==> src/rtl/mem_pkg.sv <==
// Shared encodings for the memory stage: access sizes, FSM states and the
// completion tag that pairs each LSU command with its writeback.
package mem_pkg;

    localparam int unsigned XLEN  = 64;
    localparam int unsigned REG_W = 5;

    typedef enum logic [1:0] {
        SZ_BYTE  = 2'b00,
        SZ_HWORD = 2'b01,
        SZ_WORD  = 2'b10,
        SZ_DWORD = 2'b11
    } size_e;

    typedef enum logic [1:0] {
        ST_IDLE  = 2'b00,
        ST_ISSUE = 2'b01,
        ST_WAIT  = 2'b10
    } state_e;

    typedef struct packed {
        logic [REG_W-1:0] rd;
        logic             load;
        logic             nomem;
        size_e            size;
        logic             uns;
    } tag_t;

    // Natural alignment check on the low address bits.
    function automatic logic misaligned(size_e sz, logic [2:0] addr_lo);
        case (sz)
            SZ_HWORD: return addr_lo[0];
            SZ_WORD:  return |addr_lo[1:0];
            SZ_DWORD: return |addr_lo;
            default:  return 1'b0;
        endcase
    endfunction

endpackage

==> src/rtl/mem_stage_load_ext.sv <==
// Combinational sign/zero extension of right-justified load data.
module load_ext
    import mem_pkg::*;
(
    input  logic [63:0] dat_i,
    input  logic [1:0]  size_i,
    input  logic        unsigned_i,
    output logic [63:0] dat_o
);

    always_comb begin
        dat_o = dat_i;
        case (size_e'(size_i))
            SZ_BYTE:  dat_o = {{56{~unsigned_i & dat_i[7]}},  dat_i[7:0]};
            SZ_HWORD: dat_o = {{48{~unsigned_i & dat_i[15]}}, dat_i[15:0]};
            SZ_WORD:  dat_o = {{32{~unsigned_i & dat_i[31]}}, dat_i[31:0]};
            SZ_DWORD: dat_o = dat_i;
        endcase
    end

endmodule

==> src/rtl/mem_stage.sv <==
// Memory pipeline stage: accepts execute-stage ops, issues LSU commands and
// produces the writeback for loads and ALU pass-through ops.
module mem_stage
    import mem_pkg::*;
(
    input  logic        clk_i,
    input  logic        reset_i,
    input  logic        valid_i,
    output logic        ready_o,
    input  logic [63:0] addr_i,
    input  logic [63:0] dat_i,
    input  logic [4:0]  rd_i,
    input  logic        load_i,
    input  logic        store_i,
    input  logic [1:0]  size_i,
    input  logic        unsigned_i,
    output logic [63:0] lsu_addr_o,
    output logic [63:0] lsu_dat_o,
    output logic        lsu_we_o,
    output logic [1:0]  lsu_sel_o,
    output logic        lsu_nomem_o,
    output logic        lsu_hword_o,
    output logic        lsu_word_o,
    output logic        lsu_dword_o,
    input  logic        lsu_busy_i,
    input  logic        lsu_rwe_i,
    input  logic [63:0] lsu_dat_i,
    output logic        wb_we_o,
    output logic [4:0]  wb_rd_o,
    output logic [63:0] wb_dat_o,
    output logic        misalign_o
);

    state_e      r_state;
    state_e      w_state_next;
    tag_t        r_tag0;
    tag_t        r_tag1;
    logic [1:0]  r_tag_cnt;

    size_e       w_size;
    logic        w_accept;
    logic        w_is_mem;
    logic        w_misal;
    logic        w_cmd_load;
    logic        w_nomem_nxt;
    logic        w_hword_nxt;
    logic        w_word_nxt;
    logic        w_dword_nxt;
    logic        w_misal_nxt;
    logic [1:0]  w_sel;
    tag_t        w_tag_new;
    logic        w_pop;
    logic        w_wb_fire;
    logic [63:0] w_ext;

    assign w_size   = size_e'(size_i);
    assign ready_o  = (r_state == ST_IDLE);
    assign w_accept = valid_i && ready_o;
    assign w_is_mem = load_i || store_i;
    assign w_misal  = w_is_mem && misaligned(w_size, addr_i[2:0]);

    // State register.
    always_ff @(posedge clk_i) begin
        if (reset_i) r_state <= ST_IDLE;
        else         r_state <= w_state_next;
    end

    // Next-state logic; ALU ops and rejected accesses never leave IDLE.
    always_comb begin
        w_state_next = r_state;
        case (r_state)
            ST_IDLE:  if (w_accept && w_is_mem && !w_misal) w_state_next = ST_ISSUE;
            ST_ISSUE: w_state_next = ST_WAIT;
            ST_WAIT:  if (lsu_rwe_i) w_state_next = ST_IDLE;
            default:  w_state_next = ST_IDLE;
        endcase
    end

    // Next values of the registered command outputs and the completion tag.
    always_comb begin
        w_cmd_load  = 1'b0;
        w_nomem_nxt = 1'b0;
        w_hword_nxt = 1'b0;
        w_word_nxt  = 1'b0;
        w_dword_nxt = 1'b0;
        w_misal_nxt = 1'b0;
        w_sel       = 2'b00;
        w_tag_new   = '{rd: rd_i, load: load_i && !store_i, nomem: !w_is_mem,
                        size: SZ_DWORD, uns: 1'b0};
        if (w_accept) begin
            if (!w_is_mem) begin
                w_cmd_load  = 1'b1;
                w_nomem_nxt = 1'b1;
            end else if (w_misal) begin
                w_misal_nxt = 1'b1;
            end else begin
                w_cmd_load     = 1'b1;
                w_tag_new.size = w_size;
                w_tag_new.uns  = unsigned_i;
                w_sel          = 2'b11;
                case (w_size)
                    SZ_BYTE: begin
                        w_hword_nxt = 1'b1;
                        w_sel       = addr_i[0] ? 2'b10 : 2'b01;
                    end
                    SZ_HWORD: w_hword_nxt = 1'b1;
                    SZ_WORD:  w_word_nxt  = 1'b1;
                    SZ_DWORD: w_dword_nxt = 1'b1;
                endcase
            end
        end
    end

    // Oldest outstanding tag is retired by each LSU completion.
    assign w_pop     = lsu_rwe_i && (r_tag_cnt != 2'd0);
    assign w_wb_fire = w_pop && (r_tag0.load || r_tag0.nomem);

    load_ext u_load_ext (
        .dat_i      (lsu_dat_i),
        .size_i     (r_tag0.size),
        .unsigned_i (r_tag0.uns),
        .dat_o      (w_ext)
    );

    always_ff @(posedge clk_i) begin
        if (reset_i) begin
            lsu_addr_o  <= '0;
            lsu_dat_o   <= '0;
            lsu_we_o    <= 1'b0;
            lsu_sel_o   <= 2'b00;
            lsu_nomem_o <= 1'b0;
            lsu_hword_o <= 1'b0;
            lsu_word_o  <= 1'b0;
            lsu_dword_o <= 1'b0;
            misalign_o  <= 1'b0;
            wb_we_o     <= 1'b0;
            wb_rd_o     <= '0;
            wb_dat_o    <= '0;
            r_tag0      <= '0;
            r_tag1      <= '0;
            r_tag_cnt   <= 2'd0;
        end else begin
            lsu_nomem_o <= w_nomem_nxt;
            lsu_hword_o <= w_hword_nxt;
            lsu_word_o  <= w_word_nxt;
            lsu_dword_o <= w_dword_nxt;
            misalign_o  <= w_misal_nxt;
            wb_we_o     <= 1'b0;
            if (w_cmd_load) begin
                lsu_addr_o <= addr_i;
                lsu_dat_o  <= dat_i;
                lsu_we_o   <= store_i;
                lsu_sel_o  <= w_sel;
            end
            if (w_wb_fire) begin
                wb_we_o  <= (r_tag0.rd != 5'd0);
                wb_rd_o  <= r_tag0.rd;
                wb_dat_o <= w_ext;
            end
            case ({w_cmd_load, w_pop})
                2'b10: begin
                    if (r_tag_cnt == 2'd0) r_tag0 <= w_tag_new;
                    else                   r_tag1 <= w_tag_new;
                    r_tag_cnt <= r_tag_cnt + 2'd1;
                end
                2'b01: begin
                    r_tag0    <= r_tag1;
                    r_tag_cnt <= r_tag_cnt - 2'd1;
                end
                2'b11: begin
                    if (r_tag_cnt == 2'd1) begin
                        r_tag0 <= w_tag_new;
                    end else begin
                        r_tag0 <= r_tag1;
                        r_tag1 <= w_tag_new;
                    end
                end
                default: ;
            endcase
        end
    end

    // A new command must only be presented to an idle LSU.
    a_lsu_idle_on_issue: assert property (@(posedge clk_i) disable iff (reset_i)
        (r_state == ST_ISSUE) |-> !lsu_busy_i);

endmodule

==> config.mk <==
export PLATFORM = sky130hd
export DESIGN_NAME = mem_stage
export DESIGN_NICKNAME = d
export VERILOG_FILES = /design/src/rtl/mem_pkg.sv /design/src/rtl/mem_stage_load_ext.sv /design/src/rtl/mem_stage.sv
export SDC_FILE = /design/constraint.sdc
export NUM_CORES = 1
export LEC_CHECK = 0
export CAP_MARGIN = 20
export CELL_PAD_IN_SITES_DETAIL_PLACEMENT = 1
export CELL_PAD_IN_SITES_GLOBAL_PLACEMENT = 2
export CORE_UTILIZATION = 22
export CTS_CLUSTER_SIZE = 16
export DETAILED_ROUTE_END_ITERATION = 12
export MAX_ROUTING_LAYER = met4
export PLACE_DENSITY = 0.8
export SETUP_SLACK_MARGIN = 0.5
export SLEW_MARGIN = 10
export SYNTH_ARGS = -nofsm -noshare
export SYNTH_HDL_FRONTEND = slang
export SYNTH_SLANG_ARGS = --single-unit
==> constraint.sdc <==
create_clock -name clk_i -period 3.7 [get_ports clk_i]
set_input_delay 0.74 -clock clk_i [delete_from_list [all_inputs] [get_ports clk_i]]
set_output_delay 0.74 -clock clk_i [all_outputs]
set_load 0.05 [all_outputs]
==> Word-level counts from Yosys, hierarchy flattened <==
Cells that the tools add are included.
{ "totals": {"word_cells": 109, "inputBits": 207, "reg_bits": 230} }
{ "classes": {"n_addsub": 2, "n_bitwise": 7, "mux": 28, "n_reduce_logical": 31, "eq_ne": 17} }
{ "op_table": {"columns": ["operator", "n"], "rows": [
  ["$pmux W64 S4", 1],
  ["$mux W10", 4],
  ["$pmux W10 S3", 1],
  ["$pmux W10 S2", 1],
  ["$eq A2 B2 Y1 const B", 7],
  ["$mux W2", 7],
  ["$eq A2 B1 Y1 const B", 5],
  ["$mux W3", 3],
  ["$logic_not A2 Y1", 4],
  ["$mux W1", 8],
  ["$ne A2 B2 Y1 const B", 4],
  ["$reduce_or A2 Y1", 4],
  ["$logic_and A1 B1 Y1", 7],
  ["$pmux W2 S3", 1],
  ["$reduce_bool A2 Y1", 3],
  ["$reduce_or A3 Y1", 2],
  ["$reduce_bool A5 Y1", 1],
  ["$not A1 Y1", 4],
  ["$pmux W2 S2", 1],
  ["$reduce_and A2 Y1", 2],
  ["$reduce_or A4 Y1", 1],
  ["$and A1 B1 Y1", 3],
  ["$logic_not A1 Y1", 3],
  ["$pmux W1 S3", 1],
  ["6 further kinds", 7]
]} }

==> Logic depth before layout (Yosys ltp) <==
Gate-level depths: netlist of run 1.
{ "logic_depth": {"word_depth": 9, "ltp_mapped": 11} }

==> By module <==
Synthesis of run 1 repeated with hierarchy kept, for this count alone.
{ "hier_totals": {"cells_unflattened": 1166, "area_unflattened_um2": 9049.9} }
{ "modules_own_cells": {"columns": ["module", "seq_area_each_um2", "cells_each", "area_per_inst_um2", "n_inst"], "rows": [
  ["mem_stage", 4604.4, 1014, 8186.6, 1],
  ["load_ext", 0.0, 152, 863.3, 1]
]} }

==> Least setup slack after synthesis of run 1 <==
OpenSTA, ideal clock, no wires.
{ "synth_timing": {"path_type": "input to register", "startpoint": "input port size_i[0]", "endpoint": "register r_tag1[2] (netlist bit)", "t_arrival_ps": 2779, "setup_time_ps": 128, "slack_ps": 794, "path_stages": 11, "required_time_ps": 3572, "cell_sequence": "buf_2 -> a211oi_2 -> o31ai_4 -> inv_2 -> buf_2 -> ha_1 -> nand2_1 -> o211ai_1 -> clkbuf_1 -> mux2i_1 -> nor2_1"} }
{ "synth_via": {"elab_chain_len": 9} }
{ "synth_rtl": {"columns": ["item", "line_no", "source"], "rows": [
  ["from (decl)", "mem_stage.sv:15", "input logic [1:0] size_i,"],
  ["$eq A2 B2 Y1 / $eq A2 B1 Y1 (equally long branches)", "mem_pkg.sv:31", "case (sz)"],
  ["$pmux W1 S3 *", "mem_pkg.sv:31", null],
  ["$logic_and A1 B1 Y1 *", "mem_stage.sv:60", "assign w_misal = w_is_mem && misaligned(w_size, addr_i[2:0]);"],
  ["$mux W1 *", "mem_stage.sv:94", "end else if (w_misal) begin"],
  ["$mux W1 *", "mem_stage.sv:91", "if (!w_is_mem) begin"],
  ["$mux W1 *", "mem_stage.sv:90", "if (w_accept) begin"],
  ["net w_cmd_load", "mem_stage.sv:44", "logic w_cmd_load;"],
  ["$eq A2 B2 Y1", "mem_stage.sv:160", "case ({w_cmd_load, w_pop})"],
  ["$ne A2 B2 Y1 (no source line) / $reduce_bool A2 Y1 (equally long branches)", null, null],
  ["$reduce_and A3 Y1 (no source line)", null, null],
  ["to (signal assigned)", "mem_stage.sv:163", "else r_tag1 <= w_tag_new;"],
  ["to (signal assigned)", "mem_stage.sv:175", "r_tag1 <= w_tag_new;"],
  ["to (decl)", "mem_stage.sv:37", "tag_t r_tag1;"]
]} }
Mark *: on every way through the listed nets, which the timed path passes. The rest lies on a longest branch. The select of a mux whose other input is x is not followed.
A chain may end at the register's enable or synchronous reset.

==> Worst setup path in the final report of run 1 <==
{ "layout_timing": {"startpoint": "input port size_i[0]", "endpoint": "register r_tag1[0] (netlist bit)"} }
{ "layout_via": {"elab_chain_len": 9} }
{ "layout_rtl": {"columns": ["item", "line_no"], "rows": [
  ["$eq A2 B2 Y1 / $eq A2 B1 Y1 (equally long branches)", "mem_pkg.sv:31"],
  ["$pmux W1 S3 *", "mem_pkg.sv:31"],
  ["$logic_and A1 B1 Y1 *", "mem_stage.sv:60"],
  ["$mux W1", "mem_stage.sv:94"],
  ["$mux W1", "mem_stage.sv:91"],
  ["$mux W1", "mem_stage.sv:90"],
  ["$eq A2 B2 Y1", "mem_stage.sv:160"],
  ["$ne A2 B2 Y1 (no source line) / $reduce_bool A2 Y1 (equally long branches)", null],
  ["$reduce_and A3 Y1 (no source line)", null]
]} }
Every way passes the cells marked *; elsewhere a longest branch is shown, timed or not. The select of a mux whose other input is x is not followed.

==> results of run 1 <==
state kept, by name, indices dropped and copies added (netlist names), 2 cells and up:
signal and flops:
lsu_addr_o 64, lsu_dat_o 64, wb_dat_o 64, r_tag0 10
r_tag1 10, wb_rd_o 5, lsu_sel_o 2, r_state 2
r_tag_cnt 2
per-layer routing:
layer | GRT usage (%) | share of wire (%) | vias up
met5 | - | 0 | -
met4 | 5.50 | 3.3 | 0
met3 | 4.41 | 6.7 | 52
met2 | 27.1 | 49 | 250
met1 | 18.2 | 41 | 4035
li1 | - | - | 4226
worst max path at each step:
stage | startpoint | end | slack, ns | depth (start not counted)
after detailed placement | size_i[0] | r_tag1[0]$_SDFFE_PP0P_ | 0.43 | 10
after global routing | size_i[0] | r_tag1[0]$_SDFFE_PP0P_ | 0.85 | 10
final | size_i[0] | r_tag1[0]$_SDFFE_PP0P_ | 0.97 | 10
after floorplan | size_i[0] | r_tag1[2]$_SDFFE_PP0P_ | 0.79 | 11
after CTS | size_i[0] | r_tag1[0]$_SDFFE_PP0P_ | 1.01 | 10
after global placement | lsu_rwe_i | wb_dat_o[18]$_SDFFE_PP0P_ | 0.38 | 6
cell usage after synthesis, types with 4 or more instances:
cell	instances
inv_1	4
a21oi_1	192
clkbuf_1	44
a211oi_1	65
a22oi_1	7
nor2_1	76
buf_2	23
nand2_1	316
dfxtp_1	230
mux2i_1	8
a21o_1	4
buf_4	11
ha_1	5
nor3_1	7
worst max-delay path, cell delays in order:
cell	delay (ns)
clkdlybuf4s50_1	0.62
a211oi_2	0.17
o31ai_4	0.40
inv_4	0.09
ha_1	0.23
nand2_1	0.16
o211ai_1	0.12
buf_4	0.22
or3_1	0.31
a21oi_1	0.13
cell usage in the layout (no fill, tap or decap), types with 2 or more instances in the layout:
cell type,synthesis,layout
a21oi_1,192,192
nor2b_1,2,2
a211oi_1,65,65
clkdlybuf4s50_1,0,411
buf_4,11,10
buf_6,0,2
and3_1,2,2
or2_2,3,3
clkinv_2,0,7
dfxtp_1,230,230
a22oi_1,7,7
clkbuf_16,0,27
ha_1,5,5
diode_2,0,2
clkbuf_8,0,10
nand3_1,2,2
buf_12,0,4
nor2_1,76,75
a211o_1,2,2
nand2_1,316,316
clkbuf_1,44,4
a21o_1,4,4
xor2_1,2,2
nor3_1,7,7
nand2b_1,3,3
inv_1,4,4
mux2i_1,8,8
o21a_1,2,2
through the flow:
stage	util, %	hold slack [ns]	std cells	cell area [um2]
6_report	36.9	0.452	1944	14000
5_1_grt	36.9	0.469	1944	14000
4_1_cts	36.9	0.453	1942	13900
3_5_place_dp	34.6	0.443	1893	13100
3_3_place_gp	34.5	0.440	1892	13100
2_1_floorplan	-	0.427	1035	8490
cell families (layout without fill, tap and decap cells):
kind of cell / count (synthesis) / in the layout / share of synthesized area, %
DFF: 230 / 230 / 54.2
adders and majority gates: 5 / 5 / 0.736
buffers and inverters: 86 / 482 / 4.63
AOI/OAI and AO/OA: 285 / 285 / 19.9
and+or+nand+nor: 419 / 419 / 19.3
other: 0 / 2 / 0
xor gates and xnor gates: 2 / 2 / 0.206
muxes: 8 / 8 / 0.943
power breakdown:
group	total, mW	switching [mW]	internal (mW)
Combinational	2.84	1.84	1.00
Sequential	2.98	0.181	2.80
Clock	2.62	1.09	1.53
Total	8.44	3.11	5.33
cell type report:
class | instances | area share [%]
clock inverter | 8 | 0.314
sequential | 230 | 33.0
inverter | 6 | 0.179
antenna | 2 | 0.0359
timing repair buffer | 427 | 30.8
clock buffer | 41 | 5.94
multi-input combinational | 719 | 25.2
tap | 511 | 4.58
==> flow_summary.toml, run 1 <==
[global_route]
grt_pass1_vias = 8807
grt_max_degree = 132
grt_pass1_wl_um = 48700
overflow = 0
antenna_found_initial = 2
grtUsageTotal_pct = 16.1

[clock_tree]
cts_htree_levels = 1
postCtsSetupBuffers = 0
cts_hold_buf = 0
clock_path_buffers = 3
clk_pin_slew_ns = 0.06
root_buffer = "clkbuf_16"
clk_latency_ns = 0.55
cts_made_buffers = 27
cts_tree = "built"
cts_resized = 0
cts_sinks = 230

[route]
wl_per_cell_um = 16.4
vias = 8563
wirelength_um = 32000
dr.pass1.iters = 4
drc = 0
drt-initial-drc-count = 181
viasPerCell = 4.40
detail-route-antenna-nets = 0

[floorplan]
placementRows = 71
ios = 414
core_um2 = 37800
initial_core_util_pct = 22.4
die_w_um = 198
die_y_um = 198
dieArea_um2 = 39400

[yosys]
yosys.area.top_type_share_pct = 54.2
syn_area_per_cell_um2 = 8.21
synth_cells = 1035
yosysUniqueCellTypes = 46
synth_nets = 1247
async_flop_share_pct = 0
synth_top_area_cell = "dfxtp_1"
syn_area_um2 = 8490
ys_warn_count = 0
ys_seq_elements = 230
synth-edff-count = 0
ys_seq_area_share_pct = 54.2
synthFlopType = "dfxtp_1"
yosys-top-cells-area = "dfxtp_1, nand2_1, a21oi_1, a211oi_1, nor2_1"

[setup_path]
rrSetupSlack_ns = 1.16
r2r-start = "r_tag_cnt[1]$_SDFFE_PP0P_"
worstSetupPathType = "in -> reg"
reg2reg_depth = 10
cp.arrival_ns = 3.21
crit_fanout = 13
cp.required_ns = 4.18
rr_endpoint = "r_tag1[0]$_SDFFE_PP0P_"
start_kind = "input pin"
critPathCaptureType = "flop"

[finish]
nFillCells = 4463
seq_area_um2 = 4600
areaGrowthSynthToFinish_pct = 64.3
multi_input_area_um2 = 3520
fin_nets = 1623
layout-drive-gt1-share_pct = 5.17

[timing]
fmax_mhz = 366
post-route-period-util_pct = 73.8
maxSlewViolCount = 0
hold_violations = 0
fin_crit_ns = 2.73
setup_violations = 0
tightest_slew_ns = 0.707
clock_skew_ns = 0.0121
fin_ws_ns = 0.970
relSlewSlack_pct = 52.7
rsz0062_at_grt = "false"
tns_ns = 0

[worst_hold_path]
holdCritStartpoint = "r_tag1[0]$_SDFFE_PP0P_"
hold_depth = 2
hold_path.class = "reg -> reg"
hold_end = "r_tag1[0]$_SDFFE_PP0P_"

[status]
outcome = "finished, final reports clean"

[placed_design]
io_buffers = 412
hpwl_um = 21900
place.gp.congestion = 0.721
place_ws_ns = 0.430

[job]
drv_cap = 0

[power]
ir_worst_vdd_mv = 0.391
pwr_density_cell_nw_per_um2 = 605
power_leakage_nw = 4.95
power_mw = 8.44
No activity file was read; power rests on OpenSTA's default activity.
==> run 2, diff against run 1 <==
Settings changed: CORE_UTILIZATION 22 to 20, PLACE_DENSITY 0.8 to 0.76.
Clock period 3.7 ns to 2.3 ns, I/O delays scaled along.
==> run 2 against run 1 <==
Compared with the run above:
- sequential power is 62% higher
- first-iteration DRC count is 84% higher
- wire length rose by 32%
- utilization is 1.7 points higher
- worst hold slack lost 0.12 ns
- register-to-register slack got worse by 0.79 ns
- critical path depth fell by 1
- via count rose by 8.5%
- sequential cell count unchanged
- non-clock buffer count is 101 higher
- largest cell class is now buffers
==> flow_summary.toml, run 2 (synthesis results as in run 1) <==
[status]
outcome = "finished, final reports clean"

[placed_design]
place.gp.congestion = 0.794
hpwl_um = 25200
dp.cells = 1959
io_buffers = 412

[timing]
fin_crit_ns = 1.94
post-route-period-util_pct = 84.5
clock_skew_ns = 0.0164
tightest_slew_ns = 0.564
hold_violations = 0
whs_ns = 0.333
relSlewSlack_pct = 62.4
rsz0062_at_grt = "true"
fmax_mhz = 514
maxSlewViolCount = 0
tns_ns = 0
setup_violations = 0

[worst_hold_path]
hold_path.class = "in -> reg"

[clock_tree]
clk_latency_ns = 0.56
clock_path_buffers = 3
cts_hold_buf = 0
clk_pin_slew_ns = 0.06
cts_sinks = 230
cts_made_buffers = 30
cts_htree_levels = 1
root_buffer = "clkbuf_16"
cts_tree = "built"

[route]
wl_per_cell_um = 20.3
viasPerCell = 4.47
detail-route-antenna-nets = 0
vias = 9288
drt-initial-drc-count = 333
dr.pass1.iters = 4
drc = 0
wirelength_um = 42100

[floorplan]
placementRows = 75
ios = 414
core_um2 = 41900
die_y_um = 208
dieArea_um2 = 43300
die_w_um = 208
initial_core_util_pct = 20.3

[finish]
final_cells = 2079
layout-drive-gt1-share_pct = 30.7
top_regs = "lsu_addr_o x64, lsu_dat_o x64, wb_dat_o x64"
layout_common_cells = "nand2_1, dfxtp_1, clkdlybuf4s50_1"
final_common_cell = "nand2_1"
areaGrowthSynthToFinish_pct = 90.3
fin_nets = 1727

[setup_path]
cp.required_ns = 2.78
cp_slowest_cell = "clkdlybuf4s50_1"
critPathCaptureType = "flop"
worstSetupPathType = "in -> reg"
cp.arrival_ns = 2.42
max_stage_delay_ns = 0.45
crit_fanout = 6
start_kind = "input pin"
worstPathCellList = "clkdlybuf4s50_1, nor3b_4, o31ai_4, inv_4, ha_4, nor2b_4, o21a_4, o2bb2a_2, a211oi_2"

[global_route]
grt_max_degree = 70
grtUsageTotal_pct = 17.1
overflow = 0
grt_pass1_wl_um = 56400
antenna_found_initial = 5
grt_pass1_vias = 9449

[power]
power_leakage_nw = 5.93
ir_worst_vdd_mv = 0.509
pwr_density_cell_nw_per_um2 = 930

[job]
drv_cap = 0
-- run 2: cell count changes in the layout (fill, tap and decap cells not counted), moves of 14 or more --
| cell | before | now |
|---|---|---|
| buf_6 | 2 | 16 |
| clkdlybuf4s50_1 | 411 | 197 |
| clkdlybuf4s15_2 | 0 | 185 |
| a21oi_1 | 192 | 155 |
| a21oi_2 | 1 | 37 |
| buf_4 | 10 | 54 |
| clkbuf_16 | 27 | 54 |
| buf_2 | 0 | 14 |
-- run 2: final cells by class --
type                    count  area (um2)
flip-flops and latches    230        4610
multi-input cells         719        3910
repair buffers            528        5960
clock buffers              45         918
clock inverters             8        48.8
well taps                 539         674
inverters                   6        27.5
diodes                      4        10.0
fillers                  4760       25800
-- run 2: power breakdown --
part           leakage (nW)  switching (mW)  internal, mW  total (mW)
Sequential             1.88           0.326          4.51        4.83
Clock                 0.477            1.84          2.73        4.57
Combinational          3.57            3.44          2.19        5.63
-- run 2: critical path, delay by kind of cell --
| kind | cells | cell delay (ns) |
|---|---|---|
| AND/OR/NAND/NOR | 2 | 0.45 |
| buffers and inverters | 2 | 0.57 |
| AO/OA/AOI/OAI | 4 | 0.79 |
| adder cells (fa/ha/maj) | 1 | 0.15 |
-- run 2: timing repair --
action,4_1_cts,5_1_grt
pin swaps,13,22
buffers inserted,9,17
setup endpoints to repair,362,208
gates cloned,5,32
gates resized for setup,682,113
-- run 2: per-layer routing --
metal  routed length, um  vias up  global-route usage [%]
met5                   0        -                       -
met4                1070        0                    5.34
met3                2250       68                    2.82
met2               20000      246                    28.6
met1               18800     4530                    20.9
li1                    -     4444                       -
-- run 2: per-stage QoR --
step | total power [mW] | util, % | instance area [um2] | setup WS [ns]
floorplan | 7.83 | - | 8590 | 0.0958
global placement | 9.70 | 32.2 | 13500 | -0.453
detailed placement | 9.80 | 32.2 | 13500 | -0.575
CTS | 14.6 | 36.0 | 15100 | 0.353
global route | 15.8 | 38.5 | 16200 | 0.273
finish | 15.0 | 38.5 | 16200 | 0.355
-- run 2: worst paths after layout --
path                             start  slack, ns                         to  depth (start not counted)
min reg2reg  lsu_dat_o[7]$_SDFFE_PP0P_       0.45  lsu_dat_o[7]$_SDFFE_PP0P_                          2
max                            valid_i       0.36     r_tag0[0]$_SDFFE_PP0P_                          9
max reg2reg    r_state[1]$_SDFFE_PP0P_       0.37     r_tag0[0]$_SDFFE_PP0P_                          8
min                            reset_i       0.33     r_tag1[3]$_SDFFE_PP0P_                          2
==> patch, RTL diff (flow settings as in run 1) <==
Re-encode `state_e` (3 states) as one-hot, 3 bits wide.
--- a/src/rtl/mem_pkg.sv
+++ b/src/rtl/mem_pkg.sv
@@ -12,10 +12,10 @@
         SZ_DWORD = 2'b11
     } size_e;
 
-    typedef enum logic [1:0] {
-        ST_IDLE  = 2'b00,
-        ST_ISSUE = 2'b01,
-        ST_WAIT  = 2'b10
+    typedef enum logic [2:0] {
+        ST_IDLE  = 3'b001,
+        ST_ISSUE = 3'b010,
+        ST_WAIT  = 3'b100
     } state_e;
 
     typedef struct packed {
Behaviour: same outputs for any inputs over 4 cycles, from zero or initial values and one cycle with reset_i high; so few cycles prove little.
==> patch against run 1 <==
Synthesized area increased by 0.75%. Worst setup slack lost 210 ps. Die area up 0.75%. Cell area grew 0.75%. Critical path type unchanged. Routed wire length increased by 2.3%. Power is 3.8% higher. Sequential cell count increased by 1.
==> patch: results <==
run_status:
  outcome: "finished, final reports clean"
critical_path:
  timing.critical_path.to: "r_tag0[4]$_SDFFE_PP0P_"
  cp_data_arrival_time_ps: 3340
  timing.reg2reg.worst_path_depth: 9
  r2r-start: "r_tag_cnt[0]$_SDFFE_PP0P_"
  timing.critical_path.fanout_max: 10
  critPathLaunch: "addr_i[0]"
  setup.reg_to_reg.worst_slack_ps: 1210
layout:
  design.final.nets: 1631
  post_route_cells_drive_above_1_share: 0.0466
grt:
  number_of_antenna_violations_at_the_first_check_in_global_routing: 1
  grt_pass1_wl_mm: 49.3
  first_global_vias: 8772
  largest_net_degree_at_the_start_of_global_routing: 130
cts:
  clock_tree.buffer_depth: 3
  cts_buffers: 28
route:
  avgRoutedWirePerCell_um: 16.8
  detailed_router_s_first_iteration_violation_count: 251
  vias_per_cell: 4.44
yosys:
  yosys.cell_types.count: 45
  ys_seq_area_frac: 0.540
  post-synth-top-area-fraction: 0.540
  synthTopCellsByCount: "sky130_fd_sc_hd__nand2_1, sky130_fd_sc_hd__dfxtp_1, sky130_fd_sc_hd__a21oi_1"
  post_synth_main_area_contributors: "sky130_fd_sc_hd__dfxtp_1, sky130_fd_sc_hd__nand2_1, sky130_fd_sc_hd__a21oi_1, sky130_fd_sc_hd__a211oi_1, sky130_fd_sc_hd__nor2_1"
  synth_nets: 1255
place:
  post_dp_cell_area_um2: 13100
  placement.setup.worst_slack_ps: 202
  hpwl_mm: 22.6
hold_path:
  hold-path-endpoint: "wb_dat_o[3]$_SDFFE_PP0P_"
  hp-start: "wb_dat_o[3]$_SDFFE_PP0P_"
sta:
  final.setup.worst_slack_ps: 755
power_and_ir_drop:
  ir_worst_vdd_v: 0.000322
  leakagePower_nw: 4.97
## patch: cell count changes after synthesis, moves of 2 or more
cell / change
sky130_fd_sc_hd__buf_4: -10
sky130_fd_sc_hd__buf_6: +8
sky130_fd_sc_hd__clkbuf_1: +5
sky130_fd_sc_hd__buf_2: -2
sky130_fd_sc_hd__nand2b_1: +2
sky130_fd_sc_hd__nor2_1: +2
sky130_fd_sc_hd__nor4bb_1: +2
## patch: layout make-up
| type | count | area [um2] |
|---|---|---|
| Multi-Input combinational cell | 726 | 3540 |
| Antenna cell | 2 | 5.00 |
| Inverter | 5 | 21.3 |
| Fill cell | 4444 | 23900 |
| Timing Repair Buffer | 427 | 4290 |
| Sequential cell | 231 | 4620 |
| Tap cell | 511 | 639 |
| Clock inverter | 6 | 82.6 |
| Clock buffer | 43 | 858 |
## patch: layer usage
metal	track usage	vias up	wire length [um]
li1	-	4255	-
met1	0.185	4134	13500
met2	0.276	246	15900
met3	0.0493	37	2620
met4	0.0444	0	711
met5	-	-	0
## patch: cell families (layout without fill, tap and decap cells)
| logic type | count (synthesis) | in the layout | synth area share |
|---|---|---|---|
| fa+ha+maj | 5 | 5 | 0.00731 |
| other cells | 0 | 2 | 0 |
| buf+inv | 86 | 481 | 0.0482 |
| mux | 9 | 9 | 0.0105 |
| simple gates | 428 | 428 | 0.198 |
| compound gates | 282 | 282 | 0.194 |
| xor+xnor | 2 | 2 | 0.00205 |
| flops | 231 | 231 | 0.540 |
## patch: report_power, final
part	total, mW	switching, mW	leakage [nW]	internal (mW)
Combinational	2.95	1.92	2.62	1.03
Clock	2.81	1.09	0.462	1.72
Sequential	3.00	0.187	1.88	2.82
## patch: worst max-delay path: stages
cell	delay, ps
sky130_fd_sc_hd__clkdlybuf4s50_1	620
sky130_fd_sc_hd__a21oi_1	210
sky130_fd_sc_hd__o31ai_4	420
sky130_fd_sc_hd__inv_4	80
sky130_fd_sc_hd__ha_1	240
sky130_fd_sc_hd__nor2b_1	140
sky130_fd_sc_hd__o21a_1	320
sky130_fd_sc_hd__a2111oi_0	500
sky130_fd_sc_hd__nor3_1	80
## patch: per-stage QoR
step	hold WS, ps	util	instances
floorplan	432	-	1043
global placement	441	0.346	1900
detailed placement	447	0.346	1900
CTS	455	0.370	1949
global route	471	0.371	1950
finish	452	0.371	1951
